File: config.mk
export PLATFORM = sky130hd
export DESIGN_NAME = counter_bank
export DESIGN_NICKNAME = d
export VERILOG_FILES = /design/src/rtl/counter_bank_pkg.sv /design/src/rtl/counter_bank_ch.sv /design/src/rtl/counter_bank.sv
export SDC_FILE = /design/constraint.sdc
export NUM_CORES = 1
export LEC_CHECK = 0
export BUFFER_PORTS_ARGS = -buffer_cell sky130_fd_sc_hd__buf_2
export CAP_MARGIN = 10
export CORE_MARGIN = 5
export CORE_UTILIZATION = 50
export DETAILED_ROUTE_END_ITERATION = 8
export MAX_ROUTING_LAYER = met4
export PLACE_DENSITY = 0.72
export RECOVER_POWER = 25
export SYNTH_ARGS = -nofsm -noshare
export SYNTH_HDL_FRONTEND = slang
export SYNTH_SLANG_ARGS = --single-unit
export TNS_END_PERCENT = 20
File: constraint.sdc
create_clock -name clk -period 4.9 [get_ports clk]
set_clock_uncertainty 0.15 [all_clocks]
set_input_delay 0.735 -clock clk [delete_from_list [all_inputs] [get_ports clk]]
set_output_delay 0.735 -clock clk [all_outputs]
set_load 0.01 [all_outputs]
File: src/rtl/counter_bank_pkg.sv
// counter_bank_pkg: shared definitions for the counter bank.
//   mode_e       - per-channel overflow behaviour (wrap or saturate)
//   DEFAULT_*    - default bank geometry
//   slice_lo()   - low bit index of channel ch in a packed NUM_CH*WIDTH bus
package counter_bank_pkg;

    typedef enum logic {
        MODE_WRAP = 1'b0,
        MODE_SAT  = 1'b1
    } mode_e;

    localparam int DEFAULT_NUM_CH = 4;
    localparam int DEFAULT_WIDTH  = 8;
    localparam int MAX_NUM_CH     = 32;

    function automatic int slice_lo(input int ch, input int width);
        return ch * width;
    endfunction

endpackage

File: src/rtl/counter_bank_ch.sv
// counter_ch: one counter channel with registered count and terminal-count pulse.
// Ports:
//   clk, rst            - clock, asynchronous active-high reset
//   en                  - global enable (clear ignores it)
//   clear, load, inc, dec - per-channel requests, priority clear > load > inc^dec
//   load_val, max_val   - load value and terminal value
//   mode                - MODE_WRAP or MODE_SAT
//   count, tc           - registered count and one-cycle terminal-count pulse
//   tc_next             - next-state tc, used by the top for the expiry encoder
module counter_ch
    import counter_bank_pkg::*;
#(
    parameter int WIDTH = DEFAULT_WIDTH
) (
    input  logic             clk,
    input  logic             rst,
    input  logic             en,
    input  logic             clear,
    input  logic             load,
    input  logic [WIDTH-1:0] load_val,
    input  logic             inc,
    input  logic             dec,
    input  logic [WIDTH-1:0] max_val,
    input  mode_e            mode,
    output logic [WIDTH-1:0] count,
    output logic             tc,
    output logic             tc_next
);

    localparam logic [WIDTH-1:0] ONE = WIDTH'(1);

    logic [WIDTH-1:0] count_q, count_d;
    logic             tc_q, tc_d;

    always_comb begin
        count_d = count_q;
        tc_d    = 1'b0;
        if (clear) begin
            count_d = '0;
        end else if (en) begin
            if (load) begin
                count_d = (load_val < max_val) ? load_val : max_val;
            end else if (inc && !dec) begin
                // Compare before incrementing so count never passes through an overflow.
                if (count_q < max_val) begin
                    count_d = count_q + ONE;
                    // Saturate mode flags the first arrival at max_val.
                    tc_d    = (mode == MODE_SAT) && (count_q == max_val - ONE);
                end else if (mode == MODE_WRAP) begin
                    count_d = '0;
                    tc_d    = 1'b1;
                end else begin
                    // Already at (or above a lowered) max: pin to max, no new event.
                    count_d = max_val;
                end
            end else if (dec && !inc) begin
                if (count_q == '0) begin
                    if (mode == MODE_WRAP) begin
                        count_d = max_val;
                        tc_d    = 1'b1;
                    end
                end else if (count_q > max_val) begin
                    count_d = max_val;
                end else begin
                    count_d = count_q - ONE;
                end
            end
        end
    end

    always_ff @(posedge clk or posedge rst) begin
        if (rst) begin
            count_q <= '0;
            tc_q    <= 1'b0;
        end else begin
            count_q <= count_d;
            tc_q    <= tc_d;
        end
    end

    assign count   = count_q;
    assign tc      = tc_q;
    assign tc_next = tc_d;

endmodule

File: src/rtl/counter_bank.sv
// counter_bank: NUM_CH independent up/down counters with wrap/saturate modes and
// a registered lowest-index expiry encoder.
// Ports:
//   clk, rst              - clock, asynchronous active-high reset
//   en                    - global enable
//   clear, load, inc, dec - per-channel request vectors
//   load_val, max_val     - packed per-channel values, channel i at [i*WIDTH +: WIDTH]
//   sat_mode              - per-channel mode (0 wrap, 1 saturate)
//   count, tc             - packed registered counts and terminal-count pulses
//   exp_valid, exp_idx    - any tc high / lowest channel index with tc high
module counter_bank
    import counter_bank_pkg::*;
#(
    parameter int NUM_CH = DEFAULT_NUM_CH,
    parameter int WIDTH  = DEFAULT_WIDTH,
    parameter int IDX_W  = (NUM_CH > 1) ? $clog2(NUM_CH) : 1
) (
    input  logic                    clk,
    input  logic                    rst,
    input  logic                    en,
    input  logic [NUM_CH-1:0]       clear,
    input  logic [NUM_CH-1:0]       load,
    input  logic [NUM_CH*WIDTH-1:0] load_val,
    input  logic [NUM_CH-1:0]       inc,
    input  logic [NUM_CH-1:0]       dec,
    input  logic [NUM_CH*WIDTH-1:0] max_val,
    input  logic [NUM_CH-1:0]       sat_mode,
    output logic [NUM_CH*WIDTH-1:0] count,
    output logic [NUM_CH-1:0]       tc,
    output logic                    exp_valid,
    output logic [IDX_W-1:0]        exp_idx
);

    logic [NUM_CH-1:0] tc_next;
    logic              exp_valid_q, exp_valid_d;
    logic [IDX_W-1:0]  exp_idx_q, exp_idx_d;

    for (genvar i = 0; i < NUM_CH; i++) begin : g_ch
        localparam int LO = slice_lo(i, WIDTH);

        counter_ch #(
            .WIDTH (WIDTH)
        ) u_ch (
            .clk      (clk),
            .rst      (rst),
            .en       (en),
            .clear    (clear[i]),
            .load     (load[i]),
            .load_val (load_val[LO +: WIDTH]),
            .inc      (inc[i]),
            .dec      (dec[i]),
            .max_val  (max_val[LO +: WIDTH]),
            .mode     (mode_e'(sat_mode[i])),
            .count    (count[LO +: WIDTH]),
            .tc       (tc[i]),
            .tc_next  (tc_next[i])
        );
    end

    // Fixed priority: scanning downward lets the lowest set index win.
    always_comb begin
        exp_valid_d = |tc_next;
        exp_idx_d   = '0;
        for (int i = NUM_CH - 1; i >= 0; i--) begin
            if (tc_next[i]) begin
                exp_idx_d = IDX_W'(i);
            end
        end
    end

    always_ff @(posedge clk or posedge rst) begin
        if (rst) begin
            exp_valid_q <= 1'b0;
            exp_idx_q   <= '0;
        end else begin
            exp_valid_q <= exp_valid_d;
            exp_idx_q   <= exp_idx_d;
        end
    end

    assign exp_valid = exp_valid_q;
    assign exp_idx   = exp_idx_q;

endmodule

Word-level counts from Yosys, hierarchy flattened
Index checks and enable logic that the tools add are counted.
Storage, ports and cells
  output and inout bits: 39
  input bits: 87
  register bits after elaboration: 39
  logic and storage cells: 159
Operators by class
  add/subtract/negate cells: 12
  equality and inequality tests: 8
  multiplexer cells: 80
  reduce and logical (&&, ||, !) cells: 37
  order comparisons: 12
Operators by type and width (count)
  $mux W8: 44
  $lt A8 B8 Y1: 8
  $sub A8 B1 Y8 const B: 8
  $add A8 B1 Y8 const B: 4
  $eq A8 B8 Y1: 4
  $gt A8 B8 Y1: 4
  $logic_not A8 Y1: 4
  $mux W1: 32
  $ne A5 B4 Y1 const B: 4
  $reduce_bool A4 Y1: 4
  $logic_and A1 B1 Y1: 12
  $reduce_and A3 Y1: 4
  $logic_not A1 Y1: 8
  $mux W2: 4
  $reduce_bool A2 Y1: 4
  $reduce_or A4 Y1: 1

Depth between registers and ports, before layout
Gate-level depths: netlist (run 1).
  depth after elaboration: 12
  depth in mapped cells: 12

Modules after synthesis
From an unflattened synthesis (run 1), not the netlist that was laid out.
Second synthesis, totals
  cell total of the unflattened synthesis: 928
  area total of the unflattened synthesis: 7245.7 um2
Modules (own cells, without submodules)
  counter_ch at g_ch[0].u_ch ...: cells each 229, times used 3, seq. area each 225.2 um2, area an instance 1795.5 um2
  counter_ch at g_ch[3].u_ch: cells each 230, times used 1, seq. area each 225.2 um2, area an instance 1745.4 um2
  counter_bank: cells each 11, times used 1, seq. area each 75.1 um2, area an instance 113.9 um2

Least setup slack after synthesis (run 1)
Ideal clock, no wire load.
  path type: input to register
  from: input max_val[10]
  to: register g_ch[1].u_ch.count_q[3]
  required time: 4649 ps
  cell stages on the path: 11
  slack: 1711 ps
  buffers on the path: 1
  arrival time: 2939 ps
  setup time: 101 ps
  cells stage by stage: clkbuf_1 -> inv_1 -> ha_1 -> nand2_1 -> o21bai_1 -> a211oi_1 -> nor2_1 -> o21ai_2 -> mux2i_1 -> nor2_1 -> o32ai_1
On the way
  cells in the longest elaborated chain, start to end: 8
Ends and longest elaborated chain
  from (decl): line counter_bank.sv:26  | input logic [NUM_CH*WIDTH-1:0] max_val,
  $gt A8 B8 Y1: line counter_bank_ch.sv:62  | end else if (count_q > max_val) begin
  $mux W8: line counter_bank_ch.sv:62
  $mux W8: line counter_bank_ch.sv:57  | if (count_q == '0) begin
  $mux W8: line counter_bank_ch.sv:56  | end else if (dec && !inc) begin
  $mux W8: line counter_bank_ch.sv:43  | end else if (inc && !dec) begin
  $mux W8 *: line counter_bank_ch.sv:41  | if (load) begin
  $mux W8 *: line counter_bank_ch.sv:40  | end else if (en) begin
  $mux W8 *: line counter_bank_ch.sv:38  | if (clear) begin
  to (signal assigned): line counter_bank_ch.sv:76  | count_q <= count_d;
  to (decl): line counter_bank_ch.sv:32  | logic [WIDTH-1:0] count_q, count_d;
Mark *: on every way between the ends. The rest lies on a longest branch, timed or not. The select of a mux whose other input is x is not followed.
A chain may end at the register's enable or synchronous reset.

Final worst setup path (run 1)
  from: input max_val[13]
  to: register g_ch[1].u_ch.count_q[3]
The elaborated chain is that of the path after synthesis.

==> results of run 1 <==
[final cells by class]
class | count | area share [%]
timing repair buffer | 129 | 8.60
inverter | 64 | 3.17
multi-input combinational | 752 | 70.5
sequential | 39 | 12.9
clock buffer | 5 | 1.65
tap | 176 | 2.91
clock inverter | 3 | 0.314
[cell families after synthesis]
kind of cell               synth area share [%]
xor gates and xnor gates                   10.9
DFF                                        14.3
and+or+nand+nor                            21.5
buffers and inverters                      7.36
muxes                                      6.06
AOI/OAI and AO/OA                          24.4
adders and majority gates                  15.4
[worst max-delay path, delay by kind of cell]
kind | cells | cell delay (ns)
compound gates | 5 | 2.14
fa+ha+maj | 1 | 0.29
buf+inv | 2 | 0.23
simple gates | 1 | 0.11
[metal layers]
layer	vias to the layer above	track usage [%]	share of wire (%)
met5	-	-	0
met4	0	4.42	1.1
met3	20	2.90	6.9
met2	270	39.2	46
met1	3215	35.5	46
li1	3469	-	-
[synthesized netlist by cell type, types with 3 or more instances]
cell type / number
a21o_1: 7
a211oi_1: 13
nor4b_1: 6
a221o_1: 6
o22ai_1: 4
a22oi_1: 3
o21ai_0: 50
nor4_1: 10
o21ai_1: 5
nand3_1: 32
mux2i_1: 39
buf_2: 7
o21a_1: 6
nor3_1: 24
a2bb2oi_1: 3
nand2_1: 82
clkbuf_1: 47
a31o_2: 3
a2111oi_0: 7
nor2_1: 65
or2_2: 8
a21oi_1: 63
xnor2_1: 51
nor2b_1: 8
buf_4: 4
dfrtp_1: 39
or3_1: 6
and2_1: 4
a32oi_1: 4
o211ai_1: 19
a21boi_0: 3
a311o_1: 3
inv_1: 64
o21bai_1: 4
a31oi_1: 12
xor2_1: 32
and3_1: 9
nand2b_1: 16
nand4_1: 9
a32o_1: 6
nor3b_1: 3
ha_1: 84
[through the flow]
step                utilization [%]  power [mW]  setup WS [ns]  area, µm²
floorplan                         -        1.17           1.71       6820
global placement               55.9        1.42           1.15       7430
detailed placement             55.9        1.43           1.17       7430
CTS                            57.0        1.77           1.46       7580
global route                   57.0        1.91           1.19       7580
finish                         57.0        1.77           1.43       7580
[registers in the layout, summed over array words and instances (netlist names)]
register,flops
g_ch.u_ch.count,32
g_ch.u_ch.tc,4
exp_valid,1
exp_idx,2
[how the worst min path moves through the flow]
stage                                         to  slack, ns  cells after the start
3_5_place_dp   g_ch[2].u_ch.count[0]$_DFFE_PP0P_       0.57                      2
6_report       g_ch[2].u_ch.count[0]$_DFFE_PP0P_       0.58                      2
5_1_grt        g_ch[3].u_ch.count[7]$_DFFE_PP0P_       0.61                      2
3_3_place_gp   g_ch[3].u_ch.count[7]$_DFFE_PP0P_       0.56                      2
2_1_floorplan  g_ch[2].u_ch.count[7]$_DFFE_PP0P_       0.51                      2
4_1_cts        g_ch[2].u_ch.count[2]$_DFFE_PP0P_       0.44                      3
[power by group through the flow]
stage	clock network, mW	registers, mW	logic (mW)
2_1_floorplan	0	0.400	0.770
3_3_place_gp	0	0.464	0.958
3_5_place_dp	0	0.463	0.963
4_1_cts	0.346	0.457	0.969
5_1_grt	0.356	0.469	1.09
6_report	0.335	0.459	0.975
==> impl_metrics.toml, run 1 <==
[logic_synthesis]
synth-seq-cells = 39
syn_avg_cell_area_um2 = 7.44
synth_edf_count = 0
synth_top_cell_by_area = "ha_1"
syn_area_um2 = 6820
syn-instance-count = 916
ys_dominant_reg_cell = "dfrtp_1"
yosysSeqAreaShare_pct = 14.3
synth_area_leaders = "ha_1 (15%), dfrtp_1 (14%), xnor2_1 (6.6%), mux2i_1 (5.7%), a21oi_1 (4.6%)"
ys_async_sr_fraction_pct = 100
synth_cell_types = 74
yosys_warnings = 0
synth_nets = 1087
synth_top_area_share_pct = 15.4

[cells_and_area]
mostFrequentLayoutCells = "buf_2 (125), ha_1 (84), nand2_1 (82)"
fill_cells = 1293
nets = 1162
synthToLayoutAreaGrowth_pct = 11.1
drive_gt1_share_pct = 16.3
multi_input_area_um2 = 5340
antenna_cells = 0
register_area_um2 = 976
stdcell_count = 1168
layout_commonest_cell = "buf_2"

[setup_path]
worstRegToRegCells = 9
critPathLaunch = "max_val[13]"
r2r_slack_ns = 1.57
crit_path_end = "g_ch[1].u_ch.count[3]$_DFFE_PP0P_"
start_kind = "input port"
required_ns = 4.94
crit_chain = "buf_2, inv_1, ha_1, a2111oi_0, nand2b_1, o21ai_1, a21oi_1, a22o_1, o32ai_1"
critPathCaptureType = "flop"
regToRegEndpoint = "g_ch[1].u_ch.count[3]$_DFFE_PP0P_"
worstReg2RegStart = "g_ch[1].u_ch.count[2]$_DFFE_PP0P_"
path_max_fanout = 14
worstSetupPathType = "in2reg"
critical_path.slowest_cell = "o21ai_1"
cp.arrival_ns = 3.51
cp_slowest_stage_delay_ns = 0.81

[drt]
drt_iter0_drc = 688
route.vias.total = 6974
dr.pass1.iters = 5
wire_per_inst_um = 17.2
finalWirelength_um = 20100
drc = 0
ant_nets = 0
via_per_inst = 5.97

[clock_tree]
post_cts_buffers = 0
cts-resized-gates = 0
clk_latency_ns = 0.28
cts_buffer_depth = 2
cts_buffers = 5
cts_tree = "built"
path_clk_slew_ns = 0.07
clock-sinks = 39
cts_hold_buf = 0
clockRootBuffer = "clkbuf_16"
h-tree-depth = 2

[global_routing]
track_usage_pct = 25.1
grt_pass1_vias = 6505
grt.overflow.total = 0
grt_start_max_net_pins = 40
grt_pass1_wl_um = 33200
antenna_found_initial = 0

[placement]
post-dp-hpwl_um = 15600
port_buffers = 125
place_inst = 1160
gp_congestion = 0.951

[timing]
worstMarginPinSlew_ns = 2.23
rsz0062_at_grt = "no"
relSlewSlack_pct = -48.9
whs_ns = 0.579
post-route-period-util_pct = 70.9
slew_violations = 40
setup_viol = 0
finalCriticalPeriod_ns = 3.47
max_freq_mhz = 288
hold_viol = 0
tns_ns = 0

[power]
intPower_uw = 974
clkPwrFrac_pct = 18.9
leakagePower_nw = 3.61
power_frac_seq_pct = 26.0
swShare_pct = 45.0
power_switching_uw = 796
power.density_nw_per_um2 = 234
p_comb_share_pct = 55.1
ir_worst_vdd_uv = 136

[die]
fp.coreArea_um2 = 13300
io_pins = 126
die_area_um2 = 16100
die_y_um = 127
placementRows = 42
die-width_um = 127
start_util_pct = 51.3

[hold_path]
min_from = "g_ch[2].u_ch.count[0]$_DFFE_PP0P_"
hp-class = "reg2reg"

[flow_run]
maxCapViolCount = 1

[outcome]
outcome = "complete, but fails checks"
violations = "capacitance limit, slew limit"
No activity file was read; power rests on OpenSTA's default activity.
==> inputs of run 2 (changes only) <==
- clock period: 4.9 -> 3.5 ns (I/O delays scaled with it)
==> run 2 against run 1 <==
Against the previous run:
- the flow still finishes with violations (capacitance limit, slew limit)
- clock power up 40%
- cell area up 3.4%
- die area unchanged
- combinational power up 57%
- cell count up 2.9%
- hold slack worse by 0.55 ns
- critical path type unchanged
==> impl_metrics.toml, run 2 (synthesized netlist as in run 1, its figures left out) <==
[die]
die-width_um = 127
start_util_pct = 51.3
io_pins = 126
placementRows = 42
die_y_um = 127
die_area_um2 = 16100
fp.coreArea_um2 = 13300

[timing]
post-route-period-util_pct = 85.2
rsz0062_at_grt = "no"
setup_viol = 0
max_freq_mhz = 335
hold_viol = 0
worstMarginPinSlew_ns = 1.77
relSlewSlack_pct = -18.0
finalCriticalPeriod_ns = 2.98
tns_ns = 0
slew_violations = 31

[cells_and_area]
stdcell_count = 1202
mostFrequentLayoutCells = "buf_2 (125), ha_1 (84), nand2_1 (82)"
multi_input_area_um2 = 5340
drive_gt1_share_pct = 19.1
largest_reg_flops = 32
synthToLayoutAreaGrowth_pct = 14.9
register_area_um2 = 976
final_cell_area_um2 = 7830
layout_commonest_cell = "buf_2"
antenna_cells = 0
fill_cells = 1283
nets = 1196

[clock_tree]
h-tree-depth = 2
cts_tree = "built"
cts_buffer_depth = 2
post_cts_buffers = 0
cts-resized-gates = 0
cts_hold_buf = 0
clock-sinks = 39
clk_latency_ns = 0.28
path_clk_slew_ns = 0.07
clockRootBuffer = "clkbuf_16"
cts_buffers = 5

[setup_path]
critPathCaptureType = "flop"
cp_slowest_stage_delay_ns = 0.62
required_ns = 3.52
critical_path.slowest_cell = "nor2_1"
crit_chain = "buf_2, inv_1, ha_1, nor2b_1, o211ai_1, a21o_1, a21oi_1, nor2_1, mux2i_1, o21ai_0, a32o_1"
timing.critical_path.buf_inv = 2
worstSetupPathType = "in2reg"
cp.arrival_ns = 3.01
crit_family = "compound AO/OA/AOI/OAI gates"
path_max_fanout = 10
start_kind = "input port"

[placement]
post-dp-hpwl_um = 16700
placed_cell_area_um2 = 7690
port_buffers = 125
gp_congestion = 0.965
place_inst = 1194

[outcome]
violations = "capacitance limit, slew limit"
outcome = "complete, but fails checks"

[drt]
ant_nets = 0
dr.pass1.iters = 5
drt_iter0_drc = 555
wire_per_inst_um = 17.6
drc = 0
via_per_inst = 5.96
route.vias.total = 7161
finalWirelength_um = 21100

[global_routing]
grt_start_max_net_pins = 31
antenna_found_initial = 0
grt.overflow.total = 0
grt_pass1_vias = 6698
track_usage_pct = 26.3
grt_pass1_wl_um = 34200

[flow_run]
maxCapViolCount = 1

[power]
swShare_pct = 44.6
power_switching_mw = 1.15
leakagePower_nw = 3.79
intPower_mw = 1.42
p_comb_share_pct = 59.7
power_frac_seq_pct = 22.1
power.density_nw_per_um2 = 328
clkPwrFrac_pct = 18.2
ir_worst_vdd_uv = 181

[hold_path]
hp-class = "in2async"
[run 2: cell count changes in the layout (fill, tap and decap cells not counted), sizes merged]
cell  before  now
buf      128  162
[run 2: cell type report]
type,count,share of cell area [%]
Inverter,64,3.07
Multi-Input combinational cell,752,68.2
Sequential cell,39,12.5
Tap cell,176,2.81
Clock buffer,5,1.60
Timing Repair Buffer,163,11.6
Clock inverter,3,0.304
[run 2: worst reg2reg max path, stage by stage, from the launching register on]
cell	delay (ns)
dfrtp_1	0.60
ha_1	0.34
a21oi_1	0.18
a21o_1	0.18
a21oi_1	0.14
nor2_1	0.62
mux2i_1	0.26
o21ai_0	0.10
a32o_1	0.28
[run 2: through the flow]
step | total power [mW] | utilization, % | worst slack (ns) | hold slack [ns]
6_report | 2.57 | 58.9 | 0.519 | 0.0247
2_1_floorplan | 1.64 | - | 0.521 | 0.506
5_1_grt | 2.77 | 58.9 | 0.330 | 0.0509
3_5_place_dp | 2.08 | 57.8 | 0.306 | 0.332
3_3_place_gp | 2.08 | 57.8 | 0.365 | 0.332
4_1_cts | 2.57 | 58.9 | 0.591 | 0.0270
[run 2: routing by layer]
metal	vias up	wire length [µm]	GRT usage [%]
met5	-	0	-
met1	3323	9640	36.8
met3	28	1530	3.53
met2	281	9630	40.9
li1	3529	-	-
met4	0	325	5.30
[run 2: path summary, 6_finish.rpt]
kind / slack (ns) / start / cells after the start / to
worst max-delay path: 0.52 / max_val[25] / 11 / g_ch[3].u_ch.count[2]$_DFFE_PP0P_
worst min-delay path: 0.02 / rst / 2 / g_ch[0].u_ch.count[1]$_DFFE_PP0P_
worst max register to register: 0.55 / g_ch[3].u_ch.count[3]$_DFFE_PP0P_ / 8 / g_ch[3].u_ch.count[2]$_DFFE_PP0P_
worst min register to register: 0.56 / g_ch[2].u_ch.count[7]$_DFFE_PP0P_ / 3 / g_ch[2].u_ch.count[7]$_DFFE_PP0P_
max in group asynchronous: 1.22 / rst / 3 / g_ch[2].u_ch.count[4]$_DFFE_PP0P_
min in group clk: 0.40 / clear[1] / 2 / g_ch[1].u_ch.count[7]$_DFFE_PP0P_
[run 2: power by group through the flow]
stage               clock, mW  combinational (mW)  sequential (mW)
finish                  0.469                1.53            0.568
global route            0.508                1.69            0.576
floorplan                   0                1.08            0.561
detailed placement          0                1.51            0.575
global placement            0                1.50            0.575
CTS                     0.484                1.52            0.566
==> inputs of run 3 (changes only) <==
- CORE_UTILIZATION: 50 -> 55
- PLACE_DENSITY: 0.72 -> 0.78
==> run 3 against run 2 <==
Against the previous run:
- non-clock buffer count down 2
- flip-flop and latch count unchanged
- combinational power about the same
- worst setup slack got worse by 0.016 ns
- power increased by 5.6%
- hold slack worse by 0.017 ns
- highest routed layer unchanged
- cell count shrank 0.83%
- global-route usage rose by 2.4 points
- the flow still finishes with violations (capacitance limit, slew limit)
- critical path type is now reg2reg
==> impl_metrics.toml, run 3 (synthesized netlist as in run 1, its figures left out) <==
[setup_path]
path_common_cell = "a21o_1"
path_max_fanout = 10
required_ns = 3.53
r2r_slack_ns = 0.50
crit_chain = "inv_1, ha_1, nor2b_1, o211ai_1, a21o_1, a21oi_1, nor2_1, a21o_1, a221o_1, a31o_2"
critPathCaptureType = "flop"
worstSetupPathType = "reg2reg"
cp.arrival_ns = 3.03
cp_slowest_stage_delay_ns = 0.53
start_kind = "flop"
critical_path.slowest_cell = "dfrtp_1"

[timing]
worstMarginPinSlew_ns = 1.74
relSlewSlack_pct = -16.2
hold_viol = 0
finalCriticalPeriod_ns = 3.00
setup_viol = 0
slew_violations = 31
rsz0062_at_grt = "no"
post-route-period-util_pct = 85.6
max_freq_mhz = 334
worst_slack_ns = 0.503
tns_ns = 0

[cells_and_area]
nets = 1194
mostFrequentLayoutCells = "buf_2 (125), ha_1 (84), nand2_1 (82)"
largest_reg_flops = 32
synthToLayoutAreaGrowth_pct = 15.3
layout_commonest_cell = "buf_2"
stdcell_count = 1192
drive_gt1_share_pct = 18.9
antenna_cells = 0

[global_routing]
grt_pass1_vias = 6738
antenna_found_initial = 0
track_usage_pct = 28.7
grt_start_max_net_pins = 31
grt.overflow.total = 0
grt_pass1_wl_um = 33700

[power]
ir_worst_vdd_uv = 198
power.total_mw = 2.72
power.density_nw_per_um2 = 345
leakagePower_nw = 3.81

[outcome]
violations = "capacitance limit, slew limit"
outcome = "complete, but fails checks"

[drt]
drt_iter0_drc = 859
wire_per_inst_um = 17.6
ant_nets = 0
dr.pass1.iters = 6
route.vias.total = 7221
finalWirelength_um = 20900
drc = 0
via_per_inst = 6.06

[clock_tree]
cts_hold_buf = 0
cts_tree = "built"
cts_buffers = 5
cts_buffer_depth = 2
path_clk_slew_ns = 0.07
cts-resized-gates = 0
clockRootBuffer = "clkbuf_16"
post_cts_buffers = 0
clk_latency_ns = 0.29
h-tree-depth = 2
clock-sinks = 39

[placement]
post-dp-hpwl_um = 16300
port_buffers = 125
gp_congestion = 0.989
dp_slack_ns = 0.309
place_inst = 1184

[die]
io_pins = 126
placementRows = 40
die_y_um = 121
start_util_pct = 56.5
die_area_um2 = 14700
fp.coreArea_um2 = 12100
die-width_um = 121

[flow_run]
maxCapViolCount = 1

[hold_path]
hp-class = "in2async"
## run 3: cell count changes in the layout (fill, tap and decap cells not counted), sizes merged
cell / change
buf: -2
bufinv: +2
clkinvlp: -1
inv: -1
## run 3: critical path: cells and delay by family (launching register included)
| kind | cells | cell delay, ns |
|---|---|---|
| compound gates | 6 | 1.41 |
| simple gates | 2 | 0.37 |
| buf+inv | 1 | 0.20 |
| flops | 1 | 0.53 |
| fa+ha+maj | 1 | 0.23 |
## run 3: per-layer routing
layer  GRT usage (%)  vias up  part of all wire (%)
li1                -     3524                     -
met5               -        -                     0
met2            44.4      334                    45
met1            40.0     3322                    45
met3            2.98       41                   7.8
met4            7.84        0                   2.3
## run 3: power breakdown
part	switching, mW	internal [mW]
registers	0.0809	0.492
logic	0.859	0.665
clock network	0.209	0.409
total	1.15	1.57
## run 3: final cells by class
| type | instances | area, µm² |
|---|---|---|
| multi-input combinational | 752 | 5340 |
| fill | 1116 | 4200 |
| sequential | 39 | 976 |
| timing repair buffer | 161 | 905 |
| inverter | 64 | 240 |
| tap | 168 | 210 |
| clock buffer | 5 | 125 |
| clock inverter | 3 | 67.6 |
## run 3: metrics by stage
stage / hold WS [ns] / cell area [µm²] / utilization [%]
floorplan: 0.506 / 6820 / -
global placement: 0.333 / 7670 / 63.6
detailed placement: 0.332 / 7670 / 63.6
CTS: 0.0198 / 7870 / 65.2
global route: 0.0220 / 7860 / 65.2
finish: 0.00741 / 7860 / 65.2
## run 3: worst paths after layout
path                                                   startpoint                                end  cells past startpoint
worst min-delay path                                          rst  g_ch[0].u_ch.count[0]$_DFFE_PP0P_                      2
min in group clk                                         clear[1]  g_ch[1].u_ch.count[7]$_DFFE_PP0P_                      2
worst max register to register  g_ch[3].u_ch.count[0]$_DFFE_PP0P_  g_ch[3].u_ch.count[0]$_DFFE_PP0P_                     10
worst min register to register  g_ch[3].u_ch.count[7]$_DFFE_PP0P_  g_ch[3].u_ch.count[7]$_DFFE_PP0P_                      3
max in group asynchronous                                     rst  g_ch[2].u_ch.count[4]$_DFFE_PP0P_                      3
worst max-delay path            g_ch[3].u_ch.count[0]$_DFFE_PP0P_  g_ch[3].u_ch.count[0]$_DFFE_PP0P_                     10
